<file path="config.mk">
export PLATFORM = sky130hd
export DESIGN_NAME = pc_fetch_unit
export DESIGN_NICKNAME = d
export VERILOG_FILES = /design/src/rtl/pc_fetch_unit.sv
export SDC_FILE = /design/constraint.sdc
export NUM_CORES = 1
export LEC_CHECK = 0
export CAP_MARGIN = 20
export CORE_MARGIN = 2
export CORE_UTILIZATION = 48
export CTS_CLUSTER_DIAMETER = 120
export DETAILED_ROUTE_END_ITERATION = 16
export PLACE_DENSITY = 0.91
export SETUP_SLACK_MARGIN = 0.1
export SLEW_MARGIN = 20
export SYNTH_ARGS = -nofsm -noshare
export SYNTH_HDL_FRONTEND = slang
export SYNTH_SLANG_ARGS = --single-unit
</file>
<file path="constraint.sdc">
create_clock -name clk -period 2.6 [get_ports clk]
set_input_delay 0.52 -clock clk [delete_from_list [all_inputs] [get_ports clk]]
set_output_delay 0.52 -clock clk [all_outputs]
set_load 0.02 [all_outputs]
</file>
<file path="src/rtl/pc_fetch_unit.sv">
// Fetch stage: holds the PC, issues one imem request at a time, hands instr/pcOut to decode.
// Define FETCH_ALIGN_CHECK_EN to trap misaligned redirects in a sticky FAULT state.
module pc_fetch_unit #(
    parameter logic [31:0] RESET_PC = 32'h0000_0000
) (
    input  logic        clk,
    input  logic        rst_n,
    input  logic        branchTaken,
    input  logic [31:0] branchTarget,
    input  logic        stall,
    output logic        imem_req,
    output logic [31:0] imem_addr,
    input  logic        imem_gnt,
    input  logic        imem_rvalid,
    input  logic [31:0] imem_rdata,
    output logic        instr_valid,
    output logic [31:0] instr,
    output logic [31:0] pcOut,
    output logic [31:0] pcPlus4,
    output logic        fetchFault
);

`ifdef FETCH_ALIGN_CHECK_EN
    typedef enum logic [2:0] {StIdle, StReq, StWait, StOut, StDrop, StFault} state_e;
`else
    typedef enum logic [2:0] {StIdle, StReq, StWait, StOut, StDrop} state_e;
`endif

    state_e      r_state, w_state_d;
    logic [31:0] r_pc, w_pc_d;
    logic [31:0] r_instr, r_pc_out, r_pc_plus4;
    logic [31:0] w_redirect_pc;
    logic        w_capture;

`ifdef FETCH_ALIGN_CHECK_EN
    logic r_fault, w_fault_d;
    // Misaligned redirect seen while a response is still in flight.
    logic r_pend, w_pend_d;
    logic w_misaligned;

    assign w_misaligned  = (branchTarget[1:0] != 2'b00);
    assign w_redirect_pc = branchTarget;
    assign fetchFault    = r_fault;
`else
    assign w_redirect_pc = branchTarget & ~32'h3;
    assign fetchFault    = 1'b0;
`endif

    always_comb begin
        w_state_d = r_state;
        w_pc_d    = r_pc;
        w_capture = 1'b0;
`ifdef FETCH_ALIGN_CHECK_EN
        w_fault_d = r_fault;
        w_pend_d  = r_pend;
`endif
        unique case (r_state)
            StIdle: w_state_d = StReq;
            StReq:  if (imem_gnt) w_state_d = StWait;
            StWait: begin
                if (imem_rvalid) begin
                    w_state_d = StOut;
                    w_capture = 1'b1;
                end
            end
            StOut: begin
                if (!stall) begin
                    w_state_d = StReq;
                    w_pc_d    = r_pc + 32'd4;
                end
            end
            StDrop: begin
                if (imem_rvalid) begin
`ifdef FETCH_ALIGN_CHECK_EN
                    w_state_d = r_pend ? StFault : StReq;
                    w_pend_d  = 1'b0;
`else
                    w_state_d = StReq;
`endif
                end
            end
            default: w_state_d = r_state;
        endcase

        // Redirect overrides stall and sequential advance; a grant in the same
        // cycle belongs to the old address, so its response must be drained.
        if (branchTaken) begin
            w_pc_d    = w_redirect_pc;
            w_capture = 1'b0;
            unique case (r_state)
                StReq:   w_state_d = imem_gnt ? StDrop : StReq;
                StWait:  w_state_d = imem_rvalid ? StReq : StDrop;
                StDrop:  w_state_d = imem_rvalid ? StReq : StDrop;
                default: w_state_d = StReq;
            endcase
`ifdef FETCH_ALIGN_CHECK_EN
            w_fault_d = w_misaligned;
            w_pend_d  = 1'b0;
            if (w_misaligned) begin
                if (w_state_d == StReq) w_state_d = StFault;
                else                    w_pend_d  = 1'b1;
            end
`endif
        end
    end

    always_ff @(posedge clk) begin
        if (!rst_n) begin
            r_state    <= StIdle;
            r_pc       <= RESET_PC;
            r_instr    <= 32'h0;
            r_pc_out   <= RESET_PC;
            r_pc_plus4 <= RESET_PC + 32'd4;
`ifdef FETCH_ALIGN_CHECK_EN
            r_fault    <= 1'b0;
            r_pend     <= 1'b0;
`endif
        end else begin
            r_state <= w_state_d;
            r_pc    <= w_pc_d;
            if (w_capture) begin
                r_instr    <= imem_rdata;
                r_pc_out   <= r_pc;
                r_pc_plus4 <= r_pc + 32'd4;
            end
`ifdef FETCH_ALIGN_CHECK_EN
            r_fault <= w_fault_d;
            r_pend  <= w_pend_d;
`endif
        end
    end

    assign imem_req    = (r_state == StReq);
    assign imem_addr   = r_pc;
    assign instr_valid = (r_state == StOut);
    assign instr       = r_instr;
    assign pcOut       = r_pc_out;
    assign pcPlus4     = r_pc_plus4;

endmodule

</file>
==> flow_metrics.env <==
export IMPL_numCtsBuffers=17
export IMPL_maxCapViolations=0
export IMPL_place_ws_ns=0.343
export IMPL_yosysWarnings=0
export IMPL_clock_sink_count=125
export IMPL_fin_crit_ns=2.43
export IMPL_rsz0062_at_grt="no"
export IMPL_synth_area_sq_um=5450
export IMPL_clock_latency_ns=0.41
export IMPL_cts_setup_buffers=0
export IMPL_syn_avg_cell_area_sq_um=8.04
export IMPL_hold_path_class="flop to flop"
export IMPL_drt_wl_total_um=17200
export IMPL_fin_skew_ns=0.0105
export IMPL_synth_xor_area_frac=0.0835
export IMPL_drt_first_pass_iters=6
export IMPL_core_sq_um=11000
export IMPL_synth_edf_count=0
export IMPL_cp_max_fo=11
export IMPL_port_buffers=191
export IMPL_async_flop_share=0
export IMPL_syn_to_final_growth_pct=49.8
export IMPL_grt_first_pass_wirelength_um=27400
export IMPL_p_leak_nw=2.82
export IMPL_r2r_cells=5
export IMPL_grt_pass1_vias=5300
export IMPL_nets=924
export IMPL_status="finished, final reports clean"
export IMPL_hold_viol_final=0
export IMPL_ant_nets=0
export IMPL_synth_cell_type_count=47
export IMPL_io_pins=201
export IMPL_cts_buffer_depth=2
export IMPL_yosys_area_share_simple=0.225
export IMPL_synth_adder_area_share=0.00413
export IMPL_synthFlopType="dfxtp_1"
export IMPL_n_antenna_cell=0
export IMPL_syn_instance_count=678
export IMPL_viasPerCell=5.51
export IMPL_fp_dieArea_sq_um=12200
export IMPL_critPathKind="flop to output pin"
export IMPL_clockRootBuffer="clkbuf_16"
export IMPL_post_cts_resized=0
export IMPL_clk_pin_slew_ns=0.06
export IMPL_place_gp_congestion=0.820
export IMPL_synth_seq_area_share=0.459
export IMPL_gr_usage_all_layers=0.275
export IMPL_critPathArrivalTime_ns=1.91
export IMPL_cts_htree_levels=4
export IMPL_start_util=0.497
export IMPL_layout_drive_gt1_share=0.0808
export IMPL_drc=0
export IMPL_final_setup_worst_slack_ns=0.169
export IMPL_ys_seq_elements=125
export IMPL_setup_viol=0
export IMPL_crit_path_end_kind="output pin"
export IMPL_die_y_um=111
export IMPL_synth_top_family_by_area="simple AND/OR/NAND/NOR gates"
export IMPL_rows=38
export IMPL_drt_iter0_drc=454
export IMPL_fin_crit_sh=0.935
export IMPL_hold_depth=2
export IMPL_ir_worst_vdd_v=0.000539
export IMPL_die_width_um=111
export IMPL_maxSlewViolCount=0
export IMPL_dpl_hpwl_um=11600
export IMPL_setup_tns_final_ns=0
export IMPL_start_kind="flop"
export IMPL_fmax_mhz=411
export IMPL_grt_overflow_total=0
export IMPL_mostFrequentLayoutCells="clkdlybuf4s50_1, nand2_1, dfxtp_1"
export IMPL_synth_mux_area_fraction=0.00184
export IMPL_wire_per_inst_um=17.1
export IMPL_crit_required_ns=2.08
export IMPL_cts_tree="yes"
export IMPL_slew_headroom=0.499
export IMPL_grt_max_degree=48
export IMPL_p_per_area_nw_per_um2=621
export IMPL_grt_antenna_before_repair=0
export IMPL_postCtsHoldBufs=0
export IMPL_layout_commonest_cell="clkdlybuf4s50_1"
export IMPL_synth_compound_area_frac=0.168
export IMPL_fill_cells=776
export IMPL_worst_pin_slew_ns=0.750
export IMPL_vias=5544
cells in the mapped netlist, drive strengths merged (2+ instances only):
cell type / count / area, sq um
and4: 2 / 17.5
and3: 10 / 62.6
a211oi: 9 / 67.6
clkbuf: 39 / 146
nor3: 11 / 76.3
a21oi: 106 / 531
nand2b: 3 / 18.8
or3: 2 / 12.5
o22ai: 3 / 18.8
nor2b: 2 / 12.5
o21ai: 48 / 240
inv: 6 / 22.5
buf: 26 / 146
xnor2: 20 / 175
xor2: 32 / 280
a311oi: 2 / 17.5
and2: 2 / 12.5
nor4: 5 / 58.8
dfxtp: 125 / 2500
nand3: 24 / 130
nor2: 23 / 86.3
nand2: 146 / 548
nand4: 19 / 146
a31oi: 2 / 12.5
cell type report:
type / count / area [sq um] / area share
flip-flops and latches: 125 / 2500 / 0.306
well taps: 140 / 175 / 0.0214
repair buffers: 215 / 2150 / 0.264
multi-input cells: 488 / 2670 / 0.327
inverters: 6 / 22.5 / 0.00276
clock buffers: 23 / 488 / 0.0597
clock inverters: 9 / 158 / 0.0193
through the flow:
stage               area (sq um)   util  hold slack [ns]  std cells  power, W
global placement            7520  0.685            0.441        974   0.00253
detailed placement          7520  0.685            0.446        974   0.00254
finish                      8170  0.744            0.453       1006   0.00507
global route                8170  0.744            0.474       1006   0.00523
CTS                         8170  0.744            0.454       1006   0.00509
floorplan                   5480      -            0.535        684   0.00229
sequential cells by signal (all words and copies together) (netlist names):
name,cells
pcOut,30
imem_addr,30
r_state,3
instr,32
pcPlus4,30
final timing paths:
path                            slack [ns]                      start                    endpoint
worst max-delay path                  0.17    r_state[0]$_SDFFE_PN0P_                    imem_req
worst min register to register        0.45     pcOut[24]$_SDFFE_PN0P_      pcOut[24]$_SDFFE_PN0P_
worst min-delay path                  0.45     pcOut[24]$_SDFFE_PN0P_      pcOut[24]$_SDFFE_PN0P_
worst max register to register        0.47  imem_addr[5]$_SDFFE_PN0P_  imem_addr[21]$_SDFFE_PN0P_
metal layers:
layer  up-vias  global-route usage  part of all wire
met3        32              0.0971             0.085
met1      2576               0.320              0.40
li1       2654                   -                 -
met5         -                   0                 0
met4         0              0.0800             0.020
met2       282               0.476              0.50
kinds of logic (layout without fill, tap and decap cells):
family,after synthesis,in the layout
mux,1,1
other cells,1,7
xor+xnor,52,52
simple gates,253,253
buf+inv,71,253
flops,125,125
fa+ha+maj,2,2
compound gates,173,173
power breakdown:
part | total (W) | switching (W) | internal (W)
combinational | 0.000471 | 0.000229 | 0.000242
clock | 0.00256 | 0.000853 | 0.00171
sequential | 0.00204 | 0.0000783 | 0.00196
total | 0.00507 | 0.00116 | 0.00391
critical path, stage by stage, from the launching register on:
cell and delay, ns:
dfxtp_1 0.51, nor3b_1 0.33, clkdlybuf4s50_1 0.66
Power figures use the tool's default switching activity.
